`src/rtl/dll_lock_seq_if.sv`:
```
// DLL lock sequencer handshake bundle.
// Controller side drives start/stop/comp; sequencer returns code and status.
interface dll_lock_seq_if #(
  parameter int CODE_W = 10
);
  logic              start;
  logic              stop;
  logic              comp;
  logic [CODE_W-1:0] code;
  logic              pd_reset;
  logic              busy;
  logic              locked;
  logic              lock_lost;

  modport master (
    output start, stop, comp,
    input  code, pd_reset, busy, locked, lock_lost
  );

  modport slave (
    input  start, stop, comp,
    output code, pd_reset, busy, locked, lock_lost
  );
endinterface

```
`src/rtl/dll_lock_seq.sv`:
```
// Fast-lock DLL sequencer: SAR coarse search then up/down tracking.
// Declares lock after repeated reversals, restarts search on lock loss.
module dll_lock_seq #(
  parameter int CODE_W     = 10,
  parameter int SETTLE_CYC = 8,
  parameter int LOCK_CNT   = 4,
  parameter int LOSS_CNT   = 8
) (
  input  logic          clk_ext,
  input  logic          rst,
  dll_lock_seq_if.slave bus
);

  localparam int BW = $clog2(CODE_W);
  localparam int SW = $clog2(SETTLE_CYC + 1);
  localparam int AW = $clog2(LOCK_CNT + 1);
  localparam int LW = $clog2(LOSS_CNT + 1);

  localparam logic [CODE_W-1:0] MID  = {1'b1, {(CODE_W-1){1'b0}}};
  localparam logic [CODE_W-1:0] MAXC = {CODE_W{1'b1}};
  localparam logic [BW-1:0]     TOPB = BW'(CODE_W - 1);
  localparam logic [SW-1:0]     SLST = SW'(SETTLE_CYC - 1);
  localparam logic [AW-1:0]     ALIM = AW'(LOCK_CNT);
  localparam logic [LW-1:0]     LLIM = LW'(LOSS_CNT);

  typedef enum logic [1:0] {IDLE, PD_RST, SETTLE, DECIDE} state_t;
  typedef enum logic {SEARCH, TRACK} mode_t;

  state_t            state_q, state_d;
  mode_t             mode_q, mode_d;
  logic [CODE_W-1:0] code_q, code_d;
  logic [BW-1:0]     bit_q, bit_d, bit_m1;
  logic [SW-1:0]     set_q, set_d;
  logic [AW-1:0]     alt_q, alt_d;
  logic [LW-1:0]     same_q, same_d;
  logic              dir_q, dir_d;
  logic              prev_q, prev_d;
  logic              locked_q, locked_d;
  logic              lost_q, lost_d;

  assign bit_m1 = bit_q - 1'b1;

  // Next-state, code update and lock bookkeeping
  always_comb begin
    state_d  = state_q;
    mode_d   = mode_q;
    code_d   = code_q;
    bit_d    = bit_q;
    set_d    = set_q;
    alt_d    = alt_q;
    same_d   = same_q;
    dir_d    = dir_q;
    prev_d   = prev_q;
    locked_d = locked_q;
    lost_d   = 1'b0;
    unique case (state_q)
      IDLE: begin
        if (bus.start) begin
          code_d  = MID;
          mode_d  = SEARCH;
          bit_d   = TOPB;
          alt_d   = '0;
          same_d  = '0;
          prev_d  = 1'b0;
          state_d = PD_RST;
        end
      end
      PD_RST: begin
        set_d   = '0;
        state_d = SETTLE;
      end
      SETTLE: begin
        if (set_q == SLST) begin
          state_d = DECIDE;
        end else begin
          set_d = set_q + 1'b1;
        end
      end
      DECIDE: begin
        state_d = PD_RST;
        if (mode_q == SEARCH) begin
          code_d[bit_q] = bus.comp;
          if (bit_q != '0) begin
            code_d[bit_m1] = 1'b1;
            bit_d          = bit_m1;
          end else begin
            mode_d = TRACK;
            alt_d  = '0;
            same_d = '0;
            prev_d = 1'b0;
          end
        end else begin
          if (bus.comp) begin
            if (code_q != MAXC) code_d = code_q + 1'b1;
          end else begin
            if (code_q != '0) code_d = code_q - 1'b1;
          end
          if (prev_q) begin
            if (bus.comp == dir_q) begin
              alt_d = '0;
              if (same_q != LLIM) same_d = same_q + 1'b1;
            end else begin
              same_d = '0;
              if (alt_q != ALIM) alt_d = alt_q + 1'b1;
            end
          end
          dir_d  = bus.comp;
          prev_d = 1'b1;
          if (alt_d == ALIM) locked_d = 1'b1;
          if (locked_q && same_d == LLIM) begin
            lost_d   = 1'b1;
            locked_d = 1'b0;
            code_d   = MID;
            mode_d   = SEARCH;
            bit_d    = TOPB;
            alt_d    = '0;
            same_d   = '0;
            prev_d   = 1'b0;
          end
        end
      end
    endcase
    if (bus.stop) begin
      state_d  = IDLE;
      mode_d   = mode_q;
      code_d   = code_q;
      bit_d    = bit_q;
      set_d    = '0;
      alt_d    = '0;
      same_d   = '0;
      prev_d   = 1'b0;
      locked_d = 1'b0;
      lost_d   = 1'b0;
    end
  end

  // State and datapath registers
  always_ff @(posedge clk_ext) begin
    if (rst) begin
      state_q  <= IDLE;
      mode_q   <= SEARCH;
      code_q   <= '0;
      bit_q    <= TOPB;
      set_q    <= '0;
      alt_q    <= '0;
      same_q   <= '0;
      dir_q    <= 1'b0;
      prev_q   <= 1'b0;
      locked_q <= 1'b0;
      lost_q   <= 1'b0;
    end else begin
      state_q  <= state_d;
      mode_q   <= mode_d;
      code_q   <= code_d;
      bit_q    <= bit_d;
      set_q    <= set_d;
      alt_q    <= alt_d;
      same_q   <= same_d;
      dir_q    <= dir_d;
      prev_q   <= prev_d;
      locked_q <= locked_d;
      lost_q   <= lost_d;
    end
  end

  assign bus.code      = code_q;
  assign bus.pd_reset  = (state_q == PD_RST);
  assign bus.busy      = (state_q != IDLE);
  assign bus.locked    = locked_q;
  assign bus.lock_lost = lost_q;

endmodule

```
`src/flat_wrapper.sv`:
```
// flat-port wrapper written by rule: the top's interface ports become plain ports
module dll_lock_seq_flat 
#(
  parameter int CODE_W     = 10,
  parameter int SETTLE_CYC = 8,
  parameter int LOCK_CNT   = 4,
  parameter int LOSS_CNT   = 8
)
  (clk_ext, rst, bus_start, bus_stop, bus_comp, bus_code, bus_pd_reset, bus_busy, bus_locked, bus_lock_lost);
  dll_lock_seq_if #(.CODE_W(CODE_W)) bus_i ();
  input  logic clk_ext;
  input  logic rst;
  input wire logic [$bits(bus_i.start)-1:0] bus_start;
  input wire logic [$bits(bus_i.stop)-1:0] bus_stop;
  input wire logic [$bits(bus_i.comp)-1:0] bus_comp;
  output wire logic [$bits(bus_i.code)-1:0] bus_code;
  output wire logic [$bits(bus_i.pd_reset)-1:0] bus_pd_reset;
  output wire logic [$bits(bus_i.busy)-1:0] bus_busy;
  output wire logic [$bits(bus_i.locked)-1:0] bus_locked;
  output wire logic [$bits(bus_i.lock_lost)-1:0] bus_lock_lost;
  assign bus_i.start = bus_start;
  assign bus_i.stop = bus_stop;
  assign bus_i.comp = bus_comp;
  assign bus_code = bus_i.code;
  assign bus_pd_reset = bus_i.pd_reset;
  assign bus_busy = bus_i.busy;
  assign bus_locked = bus_i.locked;
  assign bus_lock_lost = bus_i.lock_lost;
  dll_lock_seq #(.CODE_W(CODE_W), .SETTLE_CYC(SETTLE_CYC), .LOCK_CNT(LOCK_CNT), .LOSS_CNT(LOSS_CNT)) u_core (.clk_ext(clk_ext), .rst(rst), .bus(bus_i));
endmodule
```
`config.mk`:
```
export PLATFORM = sky130hd
export DESIGN_NAME = dll_lock_seq_flat
export DESIGN_NICKNAME = d
export VERILOG_FILES = /design/src/rtl/dll_lock_seq_if.sv /design/src/rtl/dll_lock_seq.sv /design/src/flat_wrapper.sv
export SDC_FILE = /design/constraint.sdc
export NUM_CORES = 1
export LEC_CHECK = 0
export BUFFER_PORTS_ARGS = -buffer_cell sky130_fd_sc_hd__buf_2
export CELL_PAD_IN_SITES_DETAIL_PLACEMENT = 1
export CELL_PAD_IN_SITES_GLOBAL_PLACEMENT = 1
export CORE_MARGIN = 2
export CORE_UTILIZATION = 40
export DETAILED_ROUTE_END_ITERATION = 7
export GPL_ROUTABILITY_DRIVEN = 1
export PLACE_DENSITY = 0.76
export SLEW_MARGIN = 40
export SYNTH_ARGS = -nofsm -noshare
export SYNTH_HDL_FRONTEND = slang
export SYNTH_SLANG_ARGS = --single-unit
export TNS_END_PERCENT = 1
```
`constraint.sdc`:
```
create_clock -name clk_ext -period 2.7 [get_ports clk_ext]
set_input_delay 0.27 -clock clk_ext [delete_from_list [all_inputs] [get_ports clk_ext]]
set_output_delay 0.27 -clock clk_ext [all_outputs]
set_load 0.03 [all_outputs]
```
### Word-level counts from Yosys, hierarchy flattened

Index checks and enable logic that the tools add are counted.

| storage, ports and cells | value |
|---|---|
| bits in registers | 32 |
| input bits | 5 |
| logic and storage cells | 117 |

| operators by class | value |
|---|---|
| add/subtract/negate cells | 6 |
| $lt $le $gt $ge | 4 |
| equality and inequality tests | 18 |
| mux-type cells | 54 |
| bitwise operators | 4 |
| reduce and logical (&&, ||, !) cells | 20 |

Operators by type and width:

| operator | number |
|---|---|
| $mux W10 | 7 |
| $mux W4 | 14 |
| $mux W3 | 9 |
| $pmux W4 S2 | 3 |
| $pmux W10 S2 | 1 |
| $mux W1 | 11 |
| $add A10 B1 Y10 const B | 1 |
| $bwmux W10 | 1 |
| $lt A4 B5 Y1 const B | 2 |
| $ne A10 B10 Y1 const B | 1 |
| $ne A5 B5 Y1 const B | 2 |
| $or A10 B10 Y10 | 1 |
| $reduce_and A5 Y1 | 2 |
| $reduce_bool A10 Y1 | 1 |
| $sub A10 B1 Y10 const B | 1 |
| $reduce_and A3 Y1 | 3 |
| $add A4 B1 Y4 const B | 2 |
| $demux W1 S4 | 2 |
| $ge A4 B1 Y1 const B | 2 |
| $pmux W2 S4 | 1 |
| $reduce_bool A2 Y1 | 4 |
| $ne A3 B3 Y1 const B | 2 |
| $pmux W3 S2 | 1 |
| $reduce_and A2 Y1 | 3 |
| other kinds (21) | 29 |

### Depth between registers and ports, before layout

Gate-level depths: netlist of the first run.

| logic depth | value |
|---|---|
| depth in word-level cells | 11 |
| gate-level depth with buffers | 10 |
| depth with buffers taken out | 8 |

### Worst setup path before layout of the first run

Ideal clock, no wire load.

| path | value |
|---|---|
| path kind | register to register |
| start | reg u_core.code_q[0] (netlist: u_core.bus.code[0]) |
| end | reg u_core.code_q[8] (netlist: u_core.bus.code[8]) |
| setup time | 117 ps |
| arrival time | 2109 ps |
| path slack | 474 ps |
| cell stages (with the launch flop) | 9 |
| path buffers | 0 |
| clock period less this slack | 2226 ps |
| path through | dfxtp_1 > inv_1 > fa_1 > nand2b_1 > a21oi_1 > or3_1 > o211ai_1 > a22o_1 > a32o_1 |

| between the ends | value |
|---|---|
| cells in the longest elaborated chain, start to end | 6 |

Ends and longest elaborated chain:

| element | RTL line | RTL |
|---|---|---|
| from (decl) | dll_lock_seq.sv:31 | `logic [CODE_W-1:0] code_q, code_d;` |
| from (signal assigned) | dll_lock_seq.sv:154 | `code_q <= code_d;` |
| $sub A10 B1 Y10 or $add A10 B1 Y10 (tied branches) | dll_lock_seq.sv:96, dll_lock_seq.sv:94 |  |
| $mux W10, on equally long branches | dll_lock_seq.sv:96, dll_lock_seq.sv:94 |  |
| $mux W10 | dll_lock_seq.sv:93 | `if (bus.comp) begin` |
| $mux W10 | dll_lock_seq.sv:110 | `if (locked_q && same_d == LLIM) begin` |
| $mux W10 | dll_lock_seq.sv:81 | `if (mode_q == SEARCH) begin` |
| $pmux W10 S2 | dll_lock_seq.sv:56 | `unique case (state_q)` |

Parallel ways exist; a longest one is shown, timed or not. The select of a mux whose other input is x is not followed.
A chain may end at the register's enable or synchronous reset.

### Worst setup path in the final report of the first run

| path | value |
|---|---|
| start | reg u_core.same_q[0] |
| end | reg u_core.code_q[6] (netlist: u_core.bus.code[6]) |

| between the ends | value |
|---|---|
| cells in the longest elaborated chain, start to end | 11 |

Ends and longest elaborated chain:

| element | RTL line | RTL |
|---|---|---|
| from (decl) | dll_lock_seq.sv:35 | `logic [LW-1:0] same_q, same_d;` |
| from (signal assigned) | dll_lock_seq.sv:158 | `same_q <= same_d;` |
| $add A4 B1 Y4 or $ne A4 B4 Y1 (tied branches) | dll_lock_seq.sv:101 | `if (same_q != LLIM) same_d = same_q + 1'b1;` |
| $mux W4 | dll_lock_seq.sv:101 |  |
| $mux W4 | dll_lock_seq.sv:99 | `if (bus.comp == dir_q) begin` |
| $mux W4 (*) | dll_lock_seq.sv:98 | `if (prev_q) begin` |
| $mux W4 (*) | dll_lock_seq.sv:81 |  |
| $mux W4 (*) | dll_lock_seq.sv:56 |  |
| $eq A4 B4 Y1 (*) | dll_lock_seq.sv:110 |  |
| $logic_and A1 B1 Y1 (*) | dll_lock_seq.sv:110 |  |
| $mux W10 | dll_lock_seq.sv:110 |  |
| $mux W10 | dll_lock_seq.sv:81 |  |
| $pmux W10 S2 | dll_lock_seq.sv:56 |  |

Every way passes the cells marked *; elsewhere a longest branch is shown, timed or not. The select of a mux whose other input is x is not followed.

==> results by stage, run 1 <==
Synthesis:
- The mean instance size in the synthesized netlist is 7.56 um2.
- The net count of the mapped netlist is 374.
- The number of standard cells after synthesis is 345.
- The dominant synthesized flop cell is sky130_fd_sc_hd__dfxtp_1.
- The share of synthesized area occupied by flip-flops and latches is 0.246.
- Ranked by instance count, the synthesized netlist is headed by sky130_fd_sc_hd__nand2_1 (37), sky130_fd_sc_hd__dfxtp_1 (32), sky130_fd_sc_hd__a21oi_1 (30).
- The fraction of post-synthesis cell area in the top cell type by area is 0.246.
- Summed over all instances, the cell type with the most area after synthesis is sky130_fd_sc_hd__dfxtp_1.
- In this run, synthesis inferred 0 flip-flops with an integrated enable.
- The Yosys step of the flow raised 0 warnings.
- The synthesized netlist contains 58 unique library cells.
- In the post-synthesis netlist, the biggest area contributors are sky130_fd_sc_hd__dfxtp_1 (25%), sky130_fd_sc_hd__ha_1 (11%), sky130_fd_sc_hd__a21oi_1 (5.8%).
- The proportion of synthesized flip-flops having asynchronous set or reset is 0.
- The synthesized cell area is about 2600 um2.
- The number of synthesized register bits is 32.
- By instance count, the leading cell after synthesis is sky130_fd_sc_hd__nand2_1.

Setup path:
- The data arrival time of the worst path is 2.53 ns.
- The worst endpoint required time is 2.87 ns.
- The critical setup path kind is reg -> reg.
- The maximum fanout along the worst path is 9.
- The worst setup path is launched from a register.
- The worst setup path is captured at a register.

Clock network:
- Hold repair after CTS inserted 0 buffers.
- The cell sitting at the root of the clock tree is a sky130_fd_sc_hd__clkbuf_8.
- The clock edge transition at the registers on the reported setup and hold paths is 0.07 ns.
- The CTS buffer count is 5.
- TritonCTS built the clock tree.
- For the worst-skew pair, the clock arrives at the later sink with an insertion delay of 0.28 ns.
- The H-tree level count is 2.
- The longest clock path from root to sink contains 2 buffers.
- The number of sinks driven by the clock tree is 32.

Run status:
- The run finished with clean final reports.

Placement:
- The final estimated routing congestion in global placement is 0.811.
- The placed wire-length estimate after detailed placement is 5750 um.
- Port buffering added 18 buffers.
- Once placement finished, the instance area stood at about 2800 um2.

STA:
- The worst hold slack after final layout is 0.318 ns.
- The count of pins over their slew limit is 0.
- Setup violations remaining at the end of the flow were counted as 0.
- For the final database, setup skew stands at 0.00616 ns.
- Dividing the final minimum period by the clock period gives 0.874.
- The hold violation total from the final report was 0.
- The transition time of the tightest slew-check pin is 0.668 ns.
- The routed design could run at a clock period as short as 2.36 ns.
- Setup repair after global routing left no endpoint under its margin.
- For the final routed database, the setup TNS stands at 0 ns.
- Static timing analysis puts the maximum clock frequency at between 0.4 and 0.5 GHz.
- The max-slew headroom at the worst pin is 0.551.

Pwr:
- The standby leakage power is 1.14 nW.
- VDD sags by at most about 0.26 mV.
- For this design the ratio of total power to cell area is 380 nW/um2.

Global route:
- The via count of the first global-routing pass came to 2656.
- The largest net degree at the start of global routing is 18.
- The total overflow reported by the global router is 0.
- The global routing usage summed across all routing layers is 0.222.
- The initial antenna violation count is 0.
- The first global-routing pass estimated 13000 um of wire.

Route:
- The count of nets left with antenna violations once routing finished came out at 0.
- In this run, the number of DRC markers left after iteration 0 of detailed routing was 95.
- After detailed routing, the number of vias per cell comes to 6.00.
- In the final routed layout, each cell accounts on average for roughly 17 um.
- For this block, the via count after detailed routing is roughly 2.6k.
- After detailed routing, the number of remaining DRC violations is 0.
- Summed over all layers, the routed wires come to 7660 um.
- The first detailed-routing pass took 4 iterations.

Layout:
- The final non-filler cell area is between 2000 and 3000 um2.
- In the final layout, the share of cells above drive strength 1 is 0.113.
- The signed area change from the synthesized netlist to the final layout is 12.1%.
- After filler insertion, the fill cell instance count of the layout stands at between 800 and 900.
- In the final layout, the multi-input gates occupy ~1800 um2.
- The number of diodes added for antenna fixing is 0.
- In the final design database the tool counted between 300 and 400 nets.
- Registers take 641 um2.

Run:
- The number of max-cap violations is 0.

Floorplan:
- The site row count is 29.
- The placeable core region is 6310 um2.
- The full die area is 7180 um2.
- 19 I/O pins were placed.
- The die extent in y is 84.8 um.
- The initial utilization of the core area, before any placement, comes to 0.413.
- The die extent in x is 84.8 um.

Worst hold path:
- The class of the worst hold path is in -> reg.
==> path summary, 6_finish.rpt <==
check / cells after the start / from / to / slack (ns)
hold reg to reg: 2 / u_core.set_q[1] / u_core.set_q[1] / 0.49
hold / removal: 2 / rst / u_core.bit_q[1] / 0.32
setup / recovery: 8 / u_core.same_q[0] / u_core.bus.code[6] / 0.34
setup reg to reg: 8 / u_core.same_q[0] / u_core.bus.code[6] / 0.34
==> repair_timing <==
item,4_1_cts,5_1_grt
endpoints found under the setup margin,0,4
setup buffers,0,0
resized for setup,0,1
==> critical path, stage by stage, from the launching register on <==
cell                        delay [ns]
sky130_fd_sc_hd__dfxtp_1          0.46
sky130_fd_sc_hd__inv_1            0.10
sky130_fd_sc_hd__ha_1             0.22
sky130_fd_sc_hd__and3b_1          0.20
sky130_fd_sc_hd__xnor2_1          0.16
sky130_fd_sc_hd__o31ai_4          0.30
sky130_fd_sc_hd__nand3_1          0.39
sky130_fd_sc_hd__a31oi_1          0.30
sky130_fd_sc_hd__o2bb2ai_1        0.11
==> per-stage QoR <==
step	total power, mW	setup WS [ns]	std cells	util
6_report	1.11	0.340	441	0.463
5_1_grt	1.16	0.170	441	0.463
4_1_cts	1.12	0.231	441	0.462
3_5_place_dp	0.612	0.251	433	0.442
3_3_place_gp	0.610	0.356	433	0.442
2_1_floorplan	0.575	0.474	345	-
==> routing by layer <==
metal  global-route usage  vias up  wire length, um
met5                    0        -                0
met4               0.0274        0               20
met2                0.402       32             3870
met1                0.285     1304             3550
li1                     -     1308                -
met3               0.0344        2              213
==> final cells by class <==
cell class / instances / share of cell area
inverter: 23 / 0.0295
clock inverter: 1 / 0.0103
tap: 77 / 0.0329
timing repair buffer: 24 / 0.0462
sequential: 32 / 0.219
multi-input combinational: 277 / 0.629
clock buffer: 7 / 0.0329
==> cell usage in the layout, fill, tap and decap left out, types with 5 or more instances in the layout <==
cell type and instances:
sky130_fd_sc_hd__nand2_1 37, sky130_fd_sc_hd__dfxtp_1 32, sky130_fd_sc_hd__a21oi_1 30, sky130_fd_sc_hd__nor2_1 29, sky130_fd_sc_hd__inv_1 23, sky130_fd_sc_hd__ha_1 23, sky130_fd_sc_hd__o21ai_0 18, sky130_fd_sc_hd__buf_2 18
sky130_fd_sc_hd__nor3_1 12, sky130_fd_sc_hd__nand3_1 11, sky130_fd_sc_hd__xnor2_1 8, sky130_fd_sc_hd__a22o_1 7, sky130_fd_sc_hd__clkbuf_8 7, sky130_fd_sc_hd__nand4_1 6, sky130_fd_sc_hd__buf_4 6, sky130_fd_sc_hd__nand2b_1 5
sky130_fd_sc_hd__a211oi_1 5, sky130_fd_sc_hd__a31oi_1 5, sky130_fd_sc_hd__o2bb2ai_1 5
==> sequential cells by signal, indices dropped and copies added, names as in the netlist <==
name / cells
u_core.prev_q: 1
u_core.bus.code: 10
u_core.bus.locked: 1
u_core.bit_q: 4
u_core.bus.lock_lost: 1
u_core.dir_q: 1
u_core.alt_q: 3
u_core.set_q: 4
u_core.mode_q: 1
u_core.state_q: 2
u_core.same_q: 4
==> kinds of logic after synthesis <==
kind of cell | count (synthesis) | synth area share
mux | 4 | 0.0158
buf+inv | 36 | 0.0528
fa+ha+maj | 24 | 0.118
xor+xnor | 10 | 0.0365
flops | 32 | 0.246
compound gates | 112 | 0.295
simple gates | 127 | 0.236
==> power breakdown <==
group          total [mW]  switching, mW  internal (mW)  leakage, nW
clock network       0.510          0.184          0.326       0.0645
logic               0.118         0.0789         0.0393        0.816
registers           0.483        0.00741          0.475        0.258
(Power assumes the default switching activity.)
==> run 2: changes to the inputs <==
==> constraint.sdc (replaced) <==
create_clock -name clk_ext -period 2.48 [get_ports clk_ext]
set_input_delay 0.248 -clock clk_ext [delete_from_list [all_inputs] [get_ports clk_ext]]
set_output_delay 0.248 -clock clk_ext [all_outputs]
set_load 0.03 [all_outputs]
==> results by stage, run 2 (same netlist as run 1, synthesis figures left out) <==
Floorplan:
- The starting density of the core came to 0.413 (unchanged).
- The placeable core region is 6310 um2 (unchanged).
- The number of top-level pins is 19 (unchanged).
- The die extent in x is 84.8 um (unchanged).
- The full die area is 7180 um2 (unchanged).
- The die extent in y is 84.8 um (unchanged).
- The site row count was 29 (unchanged).

Global route:
- The largest net degree at the start of global routing came to 17 (was 18).
- The total overflow reported by the global router came to 0 (unchanged).
- The global routing usage summed across all routing layers is 0.233 (was 0.222).
- The busiest layer in global routing is met2 (unchanged).
- The met2 global-route usage is 0.415 (was 0.402).
- The fraction of met3 tracks used by global routing is 0.0334 (was 0.0344).
- The global-route track usage on met1 is 0.284 (was 0.285).
- The initial antenna violation count is 0 (unchanged).
- The wire length of the first global-routing pass is 13600 um (was 13000 um).
- The via count of the first global-routing pass is 2831 (was 2656).

Layout:
- The final core area utilization is 0.469 (was 0.463).
- The number of flip-flops in the largest register was 10 (unchanged).
- The leading cell type in the layout, fill and taps excluded is sky130_fd_sc_hd__nand2_1 (unchanged).
- The register area came to 641 um2 (unchanged).
- The number of fill cells is 825 (was 816).
- The signed area change from the synthesized netlist to the final layout was 13.5% (was 12.1%).
- Most frequent cells in the layout: sky130_fd_sc_hd__nand2_1 (37), sky130_fd_sc_hd__dfxtp_1 (32), sky130_fd_sc_hd__a21oi_1 (30) (unchanged).
- The fraction of layout cells with a size suffix above 1 came to 0.132 (was 0.113).
- The multi-input logic area is 1830 um2 (was 1840 um2).
- The net count of the finished layout is 400 (was 392).
- The number of diodes added for antenna fixing was 0 (unchanged).

STA:
- The count of pins over their slew limit is 0 (unchanged).
- The final period demand of the worst path is 2.39 ns (was 2.36 ns).
- The max-slew headroom at the worst pin was 0.549 (was 0.551).
- The total setup violations reported at the end of the flow is 0 (unchanged).
- The share of the cycle needed by the critical path after routing is 0.963 (was 0.874).
- The transition time of the tightest slew-check pin is 0.673 ns (was 0.668 ns).
- The clock skew after layout came to 0.00244 ns (was 0.00616 ns).
- The hold violation total from the final report is 0 (unchanged).
- The top achievable clock speed is 0.419 GHz (was 0.424 GHz).
- RSZ-0062 raised after global routing: yes (was no).
- The worst hold slack after final layout is 0.278 ns (was 0.318 ns).

Clock network:
- The CTS buffer count is 5 (unchanged).
- The clock edge transition at the registers on the reported setup and hold paths was 0.07 ns (about the same).
- The number of buffers on the longest clock path is 2 (unchanged).
- The clock latency of the later-clocked register in the worst-skew pair came to 0.29 ns (was 0.28 ns).
- The TritonCTS clock tree is yes (unchanged).
- The H-tree level count is 2 (unchanged).
- The number of sinks driven by the clock tree is 32 (unchanged).
- The post-CTS setup buffer count is 0 (unchanged).
- The clock root buffer master is sky130_fd_sc_hd__clkbuf_8 (unchanged).

Placement:
- The placed wire-length estimate after detailed placement is 5970 um (was 5750 um).
- The final estimated routing congestion in global placement came to 0.816 (was 0.811).
- The count of input and output buffers is 18 (unchanged).

Route:
- The number of detailed-routing iterations run before antenna repair is 4 (unchanged).
- The count of vias placed by the detailed router is 2743 (was 2646).
- The detailed-route wire length is 7950 um (was 7660 um).
- The remaining routing DRC violations came to 0 (unchanged).
- The remaining number of nets flagged by the antenna check after routing is 0 (unchanged).
- The count of routing violations after the opening detailed-route iteration came to 114 (was 95).
- The via count normalized by instance count is 6.11 (was 6.00).
- The average wire length per cell after detail routing was 17.7 um (was 17.4 um).

Setup path:
- The first element of the critical path is u_core.same_q[0] (unchanged).
- The worst reg2reg path startpoint is u_core.same_q[0] (unchanged).
- The maximum fanout along the worst path is 7 (was 9).
- The critical setup path kind is reg -> reg (unchanged).
- The worst endpoint required time is 2.67 ns (was 2.87 ns).
- The register-to-register path setup slack is 0.09 ns (was 0.34 ns).
- The sort of element at the start of the critical path is a register (unchanged).
- The data arrival time of the worst path was 2.57 ns (was 2.53 ns).
- The endpoint class of the critical path is a register (unchanged).

Pwr:
- The maximum ir drop on the vdd rail is 0.300 mV (was 0.258 mV).
- The standby leakage power is 1.17 nW (was 1.14 nW).
- The total power density per cell area is 394 nW/um2 (was 380 nW/um2).

Worst hold path:
- The beginning of the worst hold path is rst (unchanged).
- The class of the worst hold path is in -> reg (unchanged).

Run:
- The number of max-cap violations is 0 (unchanged).

Run status:
- Run status: finished clean (unchanged).
==> run 2: cell types whose count changed in the layout (fill, tap and decap cells not counted), sizes merged <==
cell      previous run  this run
clkbuf               7         5
buf                 24        32
clkinv               0         1
clkinvlp             0         1
==> run 2: area by class of cell <==
class,instances,share of cell area
Multi-Input combinational cell,277,0.618
Sequential cell,32,0.216
Timing Repair Buffer,32,0.0659
Tap cell,77,0.0325
Inverter,23,0.0292
Clock buffer,5,0.0232
Clock inverter,3,0.0144
==> run 2: routing by layer <==
metal / wire length (um) / share of wire
met3: 250 / 0.031
met5: 0 / 0
met4: 210 / 0.026
met1: 3540 / 0.45
met2: 3950 / 0.50
==> run 2: what timing repair did <==
action                                  in CTS  in global routing
hold buffers                                 0                  0
gates resized for setup                      0                  0
endpoints found under the setup margin       0                  7
==> run 2: worst max-delay path, cell delays in order (launching register included) <==
cell and delay (ns):
sky130_fd_sc_hd__dfxtp_1 0.45, sky130_fd_sc_hd__inv_1 0.10, sky130_fd_sc_hd__ha_1 0.21, sky130_fd_sc_hd__and3b_1 0.20, sky130_fd_sc_hd__xnor2_1 0.14, sky130_fd_sc_hd__o31ai_2 0.38
sky130_fd_sc_hd__a31oi_1 0.32, sky130_fd_sc_hd__a22o_1 0.28, sky130_fd_sc_hd__a32o_1 0.20
==> run 2: final timing paths <==
kind                        end  cells past startpoint
max          u_core.bus.code[8]                      8
min             u_core.bit_q[1]                      2
max reg2reg  u_core.bus.code[8]                      8
min reg2reg     u_core.alt_q[0]                      2
==> run 2: report_power, final <==
group          switching (mW)  internal, mW
registers             0.00693         0.517
logic                  0.0868        0.0429
clock network           0.216         0.297
total                   0.310         0.858
==> run 2: per-stage QoR <==
stage | setup slack, ns | instances | instance area, um2 | TNS [ns] | total power [mW]
finish | 0.0908 | 449 | 2960 | 0 | 1.17
global placement | 0.201 | 441 | 2850 | 0 | 0.661
detailed placement | 0.109 | 441 | 2850 | 0 | 0.664
global route | -0.0713 | 449 | 2960 | -0.356 | 1.21
CTS | 0.0708 | 449 | 2960 | 0 | 1.17
floorplan | 0.254 | 345 | 2610 | 0 | 0.626
